==> src/rtl/chase_counter_arbiter.sv <==
// Leader/follower counter pair sharing one incrementer; arbitrates the two
// advance requests round-robin and keeps the follower at or behind the leader.
module chase_counter_arbiter #(
   parameter int            W       = 8,
   parameter logic [W-1:0]  CNT_MAX = {W{1'b1}}
) (
   input  logic         i_clk,
   input  logic         i_rst_n,
   input  logic         i_lead_req,
   input  logic         i_fol_req,
   input  logic         i_clr,
   output logic         o_lead_gnt,
   output logic         o_fol_gnt,
   output logic [W-1:0] o_lead_cnt,
   output logic [W-1:0] o_fol_cnt,
   output logic [W-1:0] o_gap,
   output logic [1:0]   o_state,
   output logic         o_wrap,
   output logic         o_inv_ok
);

   typedef enum logic [1:0] {
      EQUAL = 2'd0,
      AHEAD = 2'd1,
      SAT   = 2'd2,
      FLUSH = 2'd3
   } state_t;

   localparam logic [W-1:0] ONE  = W'(1);
   localparam logic [W-1:0] ZERO = W'(0);

   state_t       r_state;
   state_t       w_state_nxt;
   logic [W-1:0] r_lead;
   logic [W-1:0] r_fol;
   logic [W-1:0] w_lead_nxt;
   logic [W-1:0] w_fol_nxt;
   logic         r_wrap;
   logic         w_wrap_nxt;
   logic         r_ptr_fol;
   logic         w_ptr_nxt;
   logic         w_wrap_cond;
   logic         w_lead_try;
   logic         w_fol_try;
   logic         w_block;
   logic         w_lead_gnt;
   logic         w_fol_gnt;

   // A saturated leader may only move again by wrapping the whole pair.
   assign w_wrap_cond = (r_lead == CNT_MAX) && (r_fol == CNT_MAX);
   assign w_lead_try  = i_lead_req && ((r_lead != CNT_MAX) || w_wrap_cond);
   assign w_fol_try   = i_fol_req && (r_fol < r_lead);
   assign w_block     = i_clr || (r_state == FLUSH) || !i_rst_n;

   always_comb begin
      w_lead_gnt = 1'b0;
      w_fol_gnt  = 1'b0;
      if (w_block) begin
         w_lead_gnt = 1'b0;
         w_fol_gnt  = 1'b0;
      end else if (w_lead_try && w_fol_try) begin
         w_lead_gnt = !r_ptr_fol;
         w_fol_gnt  = r_ptr_fol;
      end else begin
         w_lead_gnt = w_lead_try;
         w_fol_gnt  = w_fol_try;
      end
   end

   always_comb begin
      w_lead_nxt  = r_lead;
      w_fol_nxt   = r_fol;
      w_wrap_nxt  = 1'b0;
      w_ptr_nxt   = r_ptr_fol;
      w_state_nxt = r_state;
      if (i_clr) begin
         w_lead_nxt = ZERO;
         w_fol_nxt  = ZERO;
         w_ptr_nxt  = 1'b0;
      end else if (w_lead_gnt) begin
         w_ptr_nxt = 1'b1;
         if (w_wrap_cond) begin
            w_lead_nxt = ZERO;
            w_fol_nxt  = ZERO;
            w_wrap_nxt = 1'b1;
         end else begin
            w_lead_nxt = r_lead + ONE;
         end
      end else if (w_fol_gnt) begin
         w_fol_nxt = r_fol + ONE;
         w_ptr_nxt = 1'b0;
      end else begin
         w_ptr_nxt = r_ptr_fol;
      end

      // State is classified from the post-update counter values.
      if (i_clr) begin
         w_state_nxt = FLUSH;
      end else if (w_lead_nxt == CNT_MAX) begin
         w_state_nxt = SAT;
      end else if (w_lead_nxt == w_fol_nxt) begin
         w_state_nxt = EQUAL;
      end else begin
         w_state_nxt = AHEAD;
      end
   end

   always_ff @(posedge i_clk or negedge i_rst_n) begin
      if (!i_rst_n) begin
         r_lead    <= ZERO;
         r_fol     <= ZERO;
         r_wrap    <= 1'b0;
         r_ptr_fol <= 1'b0;
         r_state   <= EQUAL;
      end else begin
         r_lead    <= w_lead_nxt;
         r_fol     <= w_fol_nxt;
         r_wrap    <= w_wrap_nxt;
         r_ptr_fol <= w_ptr_nxt;
         r_state   <= w_state_nxt;
      end
   end

   assign o_lead_gnt = w_lead_gnt;
   assign o_fol_gnt  = w_fol_gnt;
   assign o_lead_cnt = r_lead;
   assign o_fol_cnt  = r_fol;
   assign o_gap      = r_lead - r_fol;
   assign o_state    = r_state;
   assign o_wrap     = r_wrap;
   assign o_inv_ok   = (r_fol <= r_lead);

endmodule

==> config.mk <==
export PLATFORM = sky130hd
export DESIGN_NAME = chase_counter_arbiter
export DESIGN_NICKNAME = d
export VERILOG_FILES = /design/src/rtl/chase_counter_arbiter.sv
export SDC_FILE = /design/constraint.sdc
export NUM_CORES = 1
export LEC_CHECK = 0
export ABC_AREA = 1
export BUFFER_PORTS_ARGS = -buffer_cell sky130_fd_sc_hd__buf_2
export CORE_MARGIN = 2
export CORE_UTILIZATION = 50
export CTS_BUF_LIST = sky130_fd_sc_hd__clkbuf_4 sky130_fd_sc_hd__clkbuf_8 sky130_fd_sc_hd__clkbuf_16
export DETAILED_ROUTE_END_ITERATION = 16
export PLACE_DENSITY = 0.79
export SYNTH_ARGS = -nofsm -noshare
export SYNTH_HDL_FRONTEND = slang
export SYNTH_SLANG_ARGS = --single-unit
==> constraint.sdc <==
create_clock -name i_clk -period 4.85 [get_ports i_clk]
set_input_delay 0.2425 -clock i_clk [delete_from_list [all_inputs] [get_ports i_clk]]
set_output_delay 0.2425 -clock i_clk [all_outputs]
set_load 0.05 [all_outputs]
; ---- Word level (Yosys, flattened, before mapping)
; Index checks and enable logic that the tools add are counted.
[word_totals]
in_bits = 5
ff_bits = 20
wordCells = 46
output_inout_bits = 30
[classes]
reduce_logical = 10
eq_ne = 6
n_lt_le_gt_ge = 2
addsub = 3
n_mux = 20
[op_table]
columns = op, n
row1 = $mux 8, 7
row2 = $eq 8x8->1 const B, 3
row3 = $add 8x1->8 const B, 2
row4 = $mux 1, 11
row5 = $eq 8x8->1, 1
row6 = $le 8x8->1, 1
row7 = $lt 8x8->1, 1
row8 = $ne 8x8->1 const B, 1
row9 = $sub 8x8->8, 1
row10 = $logic_and 1x1->1, 4
row11 = $mux 2, 2
row12 = $logic_or 1x1->1, 3
row13 = $reduce_bool 3->1, 1
row14 = $eq 2x2->1 const B, 1
row15 = $logic_not 1->1, 2

; ---- Depth between registers and ports, before layout
; Gate-level depths: netlist of run 1.
[logic_depth]
depth_word = 14
ltp_mapped = 22
depth_no_buf = 22

; ---- Worst setup path after synthesis of run 1
; Ideal clock, no wire load.
[synth_timing]
path_type = reg2reg
from = register r_lead[0], in the netlist o_lead_cnt[0]
to = register r_state[0], in the netlist o_state[0]
period_less_slack_ps = 3118
stages_incl_launch_ff = 22
arrival_ps = 2998
setup_time_ps = 120
path_slack_ps = 1732
path_buffers = 0
required_time_ps = 4730
cell_sequence = dfrtp_1 inv_1 ha_1 fa_1 inv_1 nand2_1 nand2_1 nand3_1 nand2_2 nand3_4 nand2_4 inv_1 o21ai_0 nand3_2 inv_2 nand2_1 nand2_1 nand2_1 nor2_1 nand2_1 nand2_1 nand2_1
[synth_via]
word_cells_on_any_way = 25
classes_between = add/sub (1) / order compare (1) / eq/ne (4) / mux (14) / reduce/logical (5)
[synth_rtl]
columns = element, line_no
row1 = start: declaration, 34  ; logic [W-1:0] r_lead;
row2 = start signal: assignment, 116  ; r_lead <= w_lead_nxt;
row3 = branches (longest 5 deep; another with $lt 8x8->1), -
row4 = $mux 1 *, 61  ; end else if (w_lead_try && w_fol_try) begin
row5 = $mux 1 *, 58  ; if (w_block) begin
row6 = named net o_lead_gnt, 12  ; output logic o_lead_gnt,
row7 = $mux 8 *, 80  ; end else if (w_lead_gnt) begin
row8 = $mux 8 *, 76  ; if (i_clr) begin
row9 = named net w_lead_nxt[3], 36  ; logic [W-1:0] w_lead_nxt;
row10 = $eq 8x8->1, 101  ; end else if (w_lead_nxt == w_fol_nxt) begin
row11 = $mux 1, 101
row12 = $mux 2 *, 99  ; end else if (w_lead_nxt == CNT_MAX) begin
row13 = $mux 2 *, 97  ; if (i_clr) begin
row14 = named net w_state_nxt[0], 33  ; state_t w_state_nxt;
row15 = end signal: assignment, 120  ; r_state <= w_state_nxt;
row16 = end: declaration, 32  ; state_t r_state;
; Mark *: on every way through the listed nets, which the timed path passes.
; A chain may end at the register's enable or synchronous reset.

; ---- Worst setup path after layout of run 1
[layout_timing]
from = register r_lead[0], in the netlist o_lead_cnt[0]
to = register r_state[0], in the netlist o_state[0]
[layout_via]
elab_chain_len = 14
word_cells_on_any_way = 25
classes_between = add/sub (1) / order compare (1) / eq/ne (4) / mux (14) / reduce/logical (5)
[layout_rtl]
columns = element, line_no
row1 = branches (longest 8 deep; another with $lt 8x8->1), -
row2 = $mux 8 *, 80
row3 = $mux 8 *, 76
row4 = named net w_fol_nxt[2], 37  ; logic [W-1:0] w_fol_nxt;
row5 = $eq 8x8->1 *, 101
row6 = $mux 1 *, 101
row7 = $mux 2 *, 99
row8 = $mux 2 *, 97
row9 = named net w_state_nxt[0], 33
; Marks and branches as above.

==> impl_metrics.tcl, run 1 <==
set metrics [dict create \
    synth-seq-cells 20 \
    ys.warnings.count 0 \
    tns_ns 0 \
    rows 22 \
    gp_congestion 0.885 \
    cts_tree "yes" \
    utilization 0.586 \
    synthesis.area_sq_mm 0.00189 \
    r2r-start "o_lead_cnt[0]" \
    critPathLaunchType "register" \
    pre_cts_ws_ns 1.85 \
    crit_end "o_state[0]" \
    worstPathCellList "inv_1 > ha_1 > fa_1 > inv_1 > nand2_1 > nand2_1 > nand3_1 > nand2_2 > nand3_2 > nor2_2 > nand2_1 > nand3_1 > nand2_1 > nand2_1 > nand2_1 > inv_1 > nand2_1 > nor2_1 > nand2_1 > nand2_1 > nand2_1" \
    cts_resized 0 \
    num_vias 1934 \
    cts_buffer_depth 2 \
    clk_latency_ns 0.26 \
    clkTransAtPathRegs_ns 0.07 \
    ff2ff_setup_slack_ns 1.79 \
    area_growth_pct 13.3 \
    multiInputGateArea_sq_mm 0.00117 \
    numPortBuffers 34 \
    synth_seq_area_share 0.264 \
    critPathKind "register to register" \
    p_int_mw 0.291 \
    regArea_sq_um 500 \
    hold_class "primary input to register" \
    grt_pass1_wl_mm 8.06 \
    finalCritPeriodShare 0.631 \
    cts_root_buffer "clkbuf_8" \
    die_area_sq_mm 0.00429 \
    synthAdderAreaFrac 0.0767 \
    cts_sinks 20 \
    avgSynthCellArea_sq_um 6.69 \
    worstSetupEndpointType "register" \
    antenna_cells 0 \
    critPathArrivalTime_ns 3.19 \
    fin_crit_ns 3.06 \
    power_density_mw_per_mm2 249 \
    max-slew-margin-rel 0.596 \
    drive_above_1_share 0.201 \
    syn_nets 299 \
    initial_core_util 0.517 \
    wl_per_cell_microns 13.3 \
    p_seq_frac 0.347 \
    setup_ws_ns 1.79 \
    fillCellCount 359 \
    synthCells 283 \
    setup_violations 0 \
    combPwrFrac 0.450 \
    final_nets 336 \
    worst_path_max_delay_cell "nor2_2" \
    grt_max_degree 22 \
    cp_data_required_time_ns 4.97 \
    avgViaCountPerCell 5.28 \
    setup.worst_path.start "o_lead_cnt[0]" \
    maxCapViolations 0 \
    vdd.ir_drop.worst_mv 0.123 \
    synth_compound_area_frac 0.0588 \
    synth-xor-area-share 0.0555 \
    drtIter0Drc 76 \
    hpwl_mm 3.86 \
    critical_path.max_fanout 12 \
    die_y_microns 65.5 \
    status "completed" \
    max_stage_delay_ns 0.45 \
    grt.overflow.total 0 \
    worst_pin_slew_ns 0.606 \
    drtAntennaViolNets 0 \
    post-route-drc-count 0 \
    switching_share 0.454 \
    post-cts-setup-buffers 0 \
    hold_ws_ns 0.252 \
    placed_area_sq_mm 0.00209 \
    synth_top_family_by_area "simple AND/OR/NAND/NOR gates" \
    fmax_mhz 327 \
    pwr-share-clk 0.203 \
    power_switching_mw 0.242 \
    h-tree-depth 1 \
    ys_types 32 \
    p_leak_nw 1.23 \
    wl_mm 4.87 \
    synth-simple-area-share 0.429 \
    cp_common_cell "nand2_1" \
    r2r_cells 21 \
    grt.total_usage 0.246 \
    synthMuxAreaShare 0 \
    crit-reg2reg-capture "o_state[0]" \
    finalClockSkew_ns 0.00569 \
    design_area_sq_mm 0.00214 \
    io_pins 35 \
    numCtsBuffers 3 \
    dr.pass1.iters 4 \
    rsz0062_at_grt "false" \
    core_area_sq_mm 0.00366 \
    first_global_vias 1749 \
    die_w_microns 65.5 \
    antenna_found_initial 0 \
    hold_viol_final 0 \
    drv_slew 0 \
]
==> cells in the final DEF (no fill, tap or decap), drive strengths merged, types with 2 or more instances in the layout <==
cell,netlist,routed
buf,2,34
xor2,7,7
o21ai,9,9
a21oi,8,8
nand3,37,37
nand4,6,6
nor2,23,23
o31ai,2,2
xnor2,5,5
nor3,3,3
inv,48,48
clkinv,2,2
ha,10,10
clkbuf,1,3
nand2,97,97
dfrtp,20,20
==> cells by family after synthesis <==
| family | count (synthesis) |
|---|---|
| xor+xnor | 12 |
| compound gates | 19 |
| flops | 20 |
| buf+inv | 53 |
| fa+ha+maj | 11 |
| simple gates | 168 |
==> state kept, by name, summed over array words and instances (netlist names) <==
name	cells
o_wrap	1
o_fol_cnt	8
r_ptr_fol	1
o_lead_cnt	8
o_state	2
==> metrics by stage <==
step / total power [mW] / instances
after floorplan: 0.378 / 283
after global placement: 0.425 / 362
after detailed placement: 0.427 / 362
after CTS: 0.535 / 366
after global routing: 0.564 / 366
final: 0.533 / 366
==> Yosys cell counts <==
| cell | instances | area (sq um) |
|---|---|---|
| a21oi_1 | 7 | 35.0 |
| a21oi_2 | 1 | 8.76 |
| buf_6 | 2 | 22.5 |
| clkbuf_4 | 1 | 7.51 |
| clkinv_1 | 1 | 3.75 |
| clkinv_2 | 1 | 5.00 |
| dfrtp_1 | 20 | 500 |
| fa_1 | 1 | 20.0 |
| ha_1 | 10 | 125 |
| inv_1 | 47 | 176 |
| inv_2 | 1 | 3.75 |
| nand2_1 | 89 | 334 |
| nand2_2 | 7 | 43.8 |
| nand2_4 | 1 | 11.3 |
| nand3_1 | 30 | 150 |
| nand3_2 | 6 | 60.1 |
| nand3_4 | 1 | 17.5 |
| nand4_1 | 6 | 37.5 |
| nor2_1 | 17 | 63.8 |
| nor2_2 | 3 | 18.8 |
| nor2_4 | 2 | 22.5 |
| nor2_8 | 1 | 20.0 |
| nor3_1 | 2 | 10.0 |
| nor3_2 | 1 | 10.0 |
| nor4_1 | 1 | 6.26 |
| o21ai_0 | 6 | 30.0 |
| o21ai_1 | 1 | 5.00 |
| o21ai_2 | 2 | 17.5 |
| o31ai_1 | 2 | 15.0 |
| or2_1 | 1 | 6.26 |
| xnor2_1 | 5 | 43.8 |
| xor2_1 | 7 | 61.3 |
==> cell type report <==
type | count | area share
Timing Repair Buffer | 35 | 0.0840
Clock buffer | 3 | 0.0193
Inverter | 50 | 0.0881
Tap cell | 48 | 0.0280
Multi-Input combinational cell | 210 | 0.547
Sequential cell | 20 | 0.233
==> layer usage <==
layer  GRT usage  up-vias  wire (microns)
li1            -      966               -
met2       0.385       79            2240
met4       0.115        0             129
met3      0.0257       13             267
met1       0.342      876            2240
met5           0        -               0
==> worst max-delay path: cells and delay by family (launching register included) <==
| kind | cells | cell delay [ns] |
|---|---|---|
| buffers and inverters | 3 | 0.23 |
| DFF | 1 | 0.43 |
| and+or+nand+nor | 16 | 1.63 |
| adders and majority gates | 2 | 0.64 |
==> how the worst min path moves through the flow <==
stage	startpoint	depth (start not counted)	endpoint
2_1_floorplan	i_rst_n	0	o_fol_cnt[0]
3_3_place_gp	i_rst_n	1	o_fol_cnt[0]
3_5_place_dp	i_rst_n	1	o_fol_cnt[0]
4_1_cts	i_clr	2	o_lead_cnt[7]
5_1_grt	i_clr	2	o_lead_cnt[2]
6_report	i_clr	2	o_lead_cnt[7]
==> power groups by stage <==
stage               Combinational (mW)  Sequential (mW)  Clock [mW]
global route                     0.261            0.186       0.117
finish                           0.240            0.185       0.108
detailed placement               0.239            0.188           0
global placement                 0.237            0.188           0
CTS                              0.241            0.185       0.110
floorplan                        0.166            0.212           0
==> timing repair <==
item	in CTS	in global routing
hold buffers	1	0
hold endpoints to repair	20	0
endpoints found under the setup margin	0	0
Note: power is estimated with default switching activity, not from simulation.
==> inputs of run 2 (changes only) <==
--- a/config.mk
+++ b/config.mk
@@ -5,13 +5,13 @@
 export SDC_FILE = /design/constraint.sdc
 export NUM_CORES = 1
 export LEC_CHECK = 0
-export ABC_AREA = 1
+export ABC_AREA = 0
 export BUFFER_PORTS_ARGS = -buffer_cell sky130_fd_sc_hd__buf_2
 export CORE_MARGIN = 2
 export CORE_UTILIZATION = 50
 export CTS_BUF_LIST = sky130_fd_sc_hd__clkbuf_4 sky130_fd_sc_hd__clkbuf_8 sky130_fd_sc_hd__clkbuf_16
 export DETAILED_ROUTE_END_ITERATION = 16
-export PLACE_DENSITY = 0.79
+export PLACE_DENSITY = 0.8
 export SYNTH_ARGS = -nofsm -noshare
 export SYNTH_HDL_FRONTEND = slang
 export SYNTH_SLANG_ARGS = --single-unit
==> constraint.sdc (replaced) <==
create_clock -name i_clk -period 2.9 [get_ports i_clk]
set_input_delay 0.145 -clock i_clk [delete_from_list [all_inputs] [get_ports i_clk]]
set_output_delay 0.145 -clock i_clk [all_outputs]
set_load 0.05 [all_outputs]
==> impl_metrics.tcl, run 2 <==
set metrics [dict create \
    setup_violations 1 \
    hold_path.startpoint "i_clr" \
    drtAntennaViolNets 0 \
    ys_dominant_reg_cell "dfrtp_1" \
    cts_root_buffer "clkbuf_4" \
    grt_pass1_wl_mm 8.71 \
    rows 21 \
    synth_seq_area_share 0.295 \
    ff2ff_setup_slack_ns -0.14 \
    critPathLaunchType "register" \
    antenna_cells 0 \
    area_growth_pct 46.9 \
    crit_end "o_state[0]" \
    power_density_mw_per_mm2 268 \
    setup.worst_path.start "o_lead_cnt[0]" \
    h-tree-depth 1 \
    gp_congestion 1.06 \
    ys.warnings.count 0 \
    antenna_found_initial 0 \
    cpLargestDelayFamily "compound AO/OA/AOI/OAI gates" \
    wl_per_cell_microns 18.4 \
    cp_common_cell "o31ai_4" \
    critical_path.max_fanout 7 \
    numCtsBuffers 3 \
    synth_area_leader_cell "dfrtp_1" \
    avgViaCountPerCell 6.06 \
    setup_ws_ns -0.144 \
    maxCapViolations 0 \
    syn_nets 203 \
    dr.pass1.iters 5 \
    io_pins 35 \
    core_area_sq_mm 0.00331 \
    grt_max_degree 19 \
    die_area_sq_mm 0.00388 \
    r2r-start "o_lead_cnt[0]" \
    critPathKind "register to register" \
    utilization 0.754 \
    r2r_cells 13 \
    cts_sinks 20 \
    synthCells 187 \
    hpwl_mm 4.23 \
    hold_viol_final 0 \
    status "complete, but fails checks" \
    mostFrequentLayoutCell "buf_4" \
    max_stage_delay_ns 0.46 \
    cts_tree "yes" \
    clk_latency_ns 0.32 \
    power_mw 0.669 \
    ys_types 56 \
    synth_edf_count 0 \
    synthesis.area_sq_mm 0.00170 \
    critPathArrivalTime_ns 3.26 \
    tns_ns -0.144 \
    grt.overflow.total 0 \
    pre_cts_ws_ns -0.0761 \
    worst_path_max_delay_cell "o31ai_4" \
    worst_pin_slew_ns 0.488 \
    violations "negative setup slack" \
    drtIter0Drc 198 \
    worstSetupEndpointType "register" \
    max-slew-margin-rel 0.675 \
    vdd.ir_drop.worst_mv 0.182 \
    num_vias 1908 \
    initial_core_util 0.513 \
    async_reset_ff_frac 1.00 \
    p_leak_nw 1.16 \
    hold_class "primary input to register" \
    crit-reg2reg-capture "o_state[0]" \
    cp.depth 13 \
    drive_above_1_share 0.506 \
    worstPathCellList "inv_2 > ha_4 > fa_2 > nor2b_4 > o311ai_4 > a21boi_4 > o31ai_4 > buf_6 > o31ai_4 > xnor2_1 > nand4_1 > nor4_2 > o21ai_1" \
    first_global_vias 1771 \
    cts_buffer_depth 2 \
    fin_crit_ns 3.04 \
    die_w_microns 62.3 \
    wl_mm 5.78 \
    synth_common_cells "dfrtp_1, inv_1, nand3_1" \
    critPathBufInv 2 \
    synth-seq-cells 20 \
    clkTransAtPathRegs_ns 0.14 \
    cp_data_required_time_ns 3.11 \
    yosys-top-cells-area "dfrtp_1, ha_1, xnor2_1" \
    post-route-drc-count 0 \
    finalClockSkew_ns 0.0161 \
    avgSynthCellArea_sq_um 9.08 \
    finalCritPeriodShare 1.05 \
    final_nets 286 \
    layout_common_cells "buf_4, buf_2, nand3_1, dfrtp_2" \
    grt.total_usage 0.286 \
    hold_ws_ns 0.0523 \
    die_y_microns 62.3 \
    fmax_mhz 329 \
    synth_top_area_frac 0.295 \
    rsz0062_at_grt "true" \
    synth_most_common_cell "dfrtp_1" \
    numPortBuffers 34 \
    drv_slew 0 \
]
[run 2: cell count changes in the layout (fill, tap and decap cells not counted), moves of 5 or more]
| cell | change |
|---|---|
| nand2_1 | -79 |
| nor2_1 | -9 |
| nand3_2 | -6 |
| buf_4 | +45 |
| dfrtp_1 | -13 |
| ha_1 | -5 |
| dfrtp_2 | +13 |
| nand2_2 | -6 |
| nand3_1 | -17 |
| inv_1 | -36 |
| xnor2_1 | +6 |
| ha_4 | +5 |
[run 2: cell families after synthesis]
family / share of synthesized area
fa+ha+maj: 0.0855
simple gates: 0.239
xor+xnor: 0.0774
flops: 0.295
compound gates: 0.241
mux: 0.0184
buf+inv: 0.0442
[run 2: cell type report]
cell class / count / area [sq um]
Multi-Input combinational cell: 150 / 1290
Fill cell: 239 / 816
Timing Repair Buffer: 80 / 524
Sequential cell: 20 / 517
Tap cell: 46 / 57.6
Inverter: 15 / 56.3
Clock inverter: 1 / 30.0
Clock buffer: 3 / 22.5
[run 2: worst min-delay path by stage]
| stage | end | slack [ns] | cells past startpoint |
|---|---|---|---|
| final | r_ptr_fol | 0.05 | 2 |
| after global routing | r_ptr_fol | 0.08 | 2 |
| after CTS | r_ptr_fol | 0.06 | 2 |
| after detailed placement | o_state[1] | -0.02 | 1 |
| after global placement | o_state[1] | -0.03 | 1 |
| after floorplan | o_fol_cnt[0] | -0.15 | 0 |
[run 2: report_power, final]
part | internal (mW) | total, mW | leakage [nW] | switching, mW
logic | 0.0473 | 0.141 | 0.883 | 0.0937
registers | 0.284 | 0.288 | 0.252 | 0.00474
clock network | 0.140 | 0.240 | 0.0279 | 0.0998
[run 2: repair_timing]
action,4_1_cts,5_1_grt
setup buffers,3,9
gates resized for setup,4,14
endpoints found under the setup margin,1,3
endpoints found under the hold margin,20,0
hold buffers,1,0
pin swaps,7,14
[run 2: through the flow]
step,instance area (sq um),instances
after CTS,2370,306
after global routing,2490,315
after detailed placement,2260,298
final,2490,315
after global placement,2260,298
after floorplan,1810,187
[run 2: routing by layer]
metal / vias to the layer above / global-route usage / part of all wire
li1: 868 / - / -
met1: 900 / 0.376 / 0.41
met2: 118 / 0.488 / 0.49
met3: 22 / 0.0236 / 0.071
met4: 0 / 0.114 / 0.036
met5: - / 0 / 0
==> inputs of run 3 (changes only) <==
==> constraint.sdc (replaced) <==
create_clock -name i_clk -period 3.11 [get_ports i_clk]
set_input_delay 0.1555 -clock i_clk [delete_from_list [all_inputs] [get_ports i_clk]]
set_output_delay 0.1555 -clock i_clk [all_outputs]
set_load 0.05 [all_outputs]
==> impl_metrics.tcl, run 3 (synthesized netlist as in run 2, its figures left out) <==
set metrics [dict create \
    avgViaCountPerCell 6.04 \
    h-tree-depth 1 \
    placed_area_sq_mm 0.00207 \
    dr.pass1.iters 4 \
    drtAntennaViolNets 0 \
    area_growth_pct 36.1 \
    power_density_mw_per_mm2 240 \
    worst_pin_slew_ns 0.515 \
    hold_viol_final 0 \
    hold_ws_ns 0.118 \
    grt.overflow.total 0 \
    hpwl_mm 3.98 \
    utilization 0.698 \
    design_area_sq_mm 0.00231 \
    worstPathCellList "inv_1 > ha_1 > nor2b_4 > o311ai_4 > a21boi_4 > or4_4 > a21oi_4 > xnor2_2 > nand4_1 > nor4_2 > o21ai_1" \
    setup_ws_ns 0.0412 \
    worstSetupEndpointType "register" \
    fillCellCount 261 \
    setup_violations 0 \
    critPathLaunchType "register" \
    cts_tree "yes" \
    r2r-start "o_fol_cnt[2]" \
    pre_cts_ws_ns 0.000637 \
    cp_data_required_time_ns 3.31 \
    hold-path-cell-count 2 \
    critPathKind "register to register" \
    max_stage_delay_ns 0.52 \
    final_nets 269 \
    clkTransAtPathRegs_ns 0.12 \
    drtIter0Drc 110 \
    cts_buffer_depth 2 \
    ff2ff_setup_slack_ns 0.04 \
    power_mw 0.554 \
    wl_mm 5.43 \
    first_global_vias 1582 \
    clk_latency_ns 0.32 \
    max-slew-margin-rel 0.657 \
    p_leak_nw 1.07 \
    hold_class "primary input to register" \
    antenna_cells 0 \
    regArea_sq_um 507 \
    fin_crit_ns 3.07 \
    fin_cells 298 \
    finalCritPeriodShare 0.987 \
    hold_path.startpoint "i_clr" \
    status "completed" \
    num_vias 1800 \
    core_area_sq_mm 0.00331 \
    io_pins 35 \
    place_inst 283 \
    worst_path_max_delay_cell "or4_4" \
    numPortBuffers 34 \
    die_area_sq_mm 0.00388 \
    initial_core_util 0.513 \
    post-route-drc-count 0 \
    tns_ns 0 \
    vdd.ir_drop.worst_mv 0.266 \
    grt_max_degree 20 \
    gp_congestion 0.910 \
    cts_root_buffer "clkbuf_4" \
    setup.worst_path.start "o_fol_cnt[2]" \
    drive_above_1_share 0.429 \
    r2r_cells 11 \
    die_y_microns 62.3 \
    crit_end "o_state[0]" \
    layout_common_cells "buf_2, buf_4, dfrtp_1" \
    multiInputGateArea_sq_mm 0.00126 \
    numCtsBuffers 3 \
    die_w_microns 62.3 \
    maxCapViolations 0 \
    antenna_found_initial 0 \
    rows 21 \
    mostFrequentLayoutCell "buf_2" \
    critPathArrivalTime_ns 3.27 \
    grt.total_usage 0.263 \
    grt_pass1_wl_mm 7.98 \
    fmax_mhz 326 \
    finalClockSkew_ns 0.00417 \
    cts_sinks 20 \
    critical_path.max_fanout 4 \
    crit-reg2reg-capture "o_state[0]" \
    drv_slew 0 \
    wl_per_cell_microns 18.2 \
]
run 3: cell types whose count changed in the layout (fill, tap and decap cells not counted), moves of 3 or more:
cell,before,now
buf_4,45,27
dfrtp_1,7,15
dfrtp_2,13,5
ha_4,5,1
ha_1,5,8
inv_1,11,14
inv_2,4,1
run 3: critical path: cells and delay by family (launching register included):
family                     cells  cell delay, ns
DFF                            1            0.42
buffers and inverters          1            0.12
and+or+nand+nor                4            1.09
adders and majority gates      1            0.29
AOI/OAI and AO/OA              4            0.90
xor gates and xnor gates       1            0.15
run 3: how the worst min path moves through the flow:
stage | to
floorplan | o_fol_cnt[0]
global placement | o_fol_cnt[4]
detailed placement | o_fol_cnt[4]
CTS | r_ptr_fol
global route | r_ptr_fol
finish | r_ptr_fol
run 3: per-layer routing:
metal	global-route usage	share of wire	wire length, microns	vias to the layer above
li1	-	-	-	834
met1	0.371	0.43	2350	867
met2	0.427	0.49	2660	92
met3	0.0362	0.069	374	7
met4	0.0694	0.0090	49	0
met5	0	0	0	-
run 3: final cells by class:
cell class,count,area share
flip-flops and latches,20,0.219
multi-input cells,150,0.545
inverters,15,0.0244
clock buffers,4,0.0157
well taps,46,0.0249
repair buffers,63,0.171
run 3: report_power, final:
group | total [mW] | switching, mW | leakage, nW | internal (mW)
Combinational | 0.124 | 0.0866 | 0.788 | 0.0378
Clock | 0.160 | 0.0887 | 0.0210 | 0.0717
Sequential | 0.269 | 0.00426 | 0.265 | 0.265
Total | 0.554 | 0.180 | 1.07 | 0.374
run 3: repair_timing:
action,in CTS,in global routing
buffers inserted,0,10
pin swaps,0,12
hold buffers,1,0
resized for setup,1,23
hold endpoints to repair,20,0
endpoints found under the setup margin,1,1
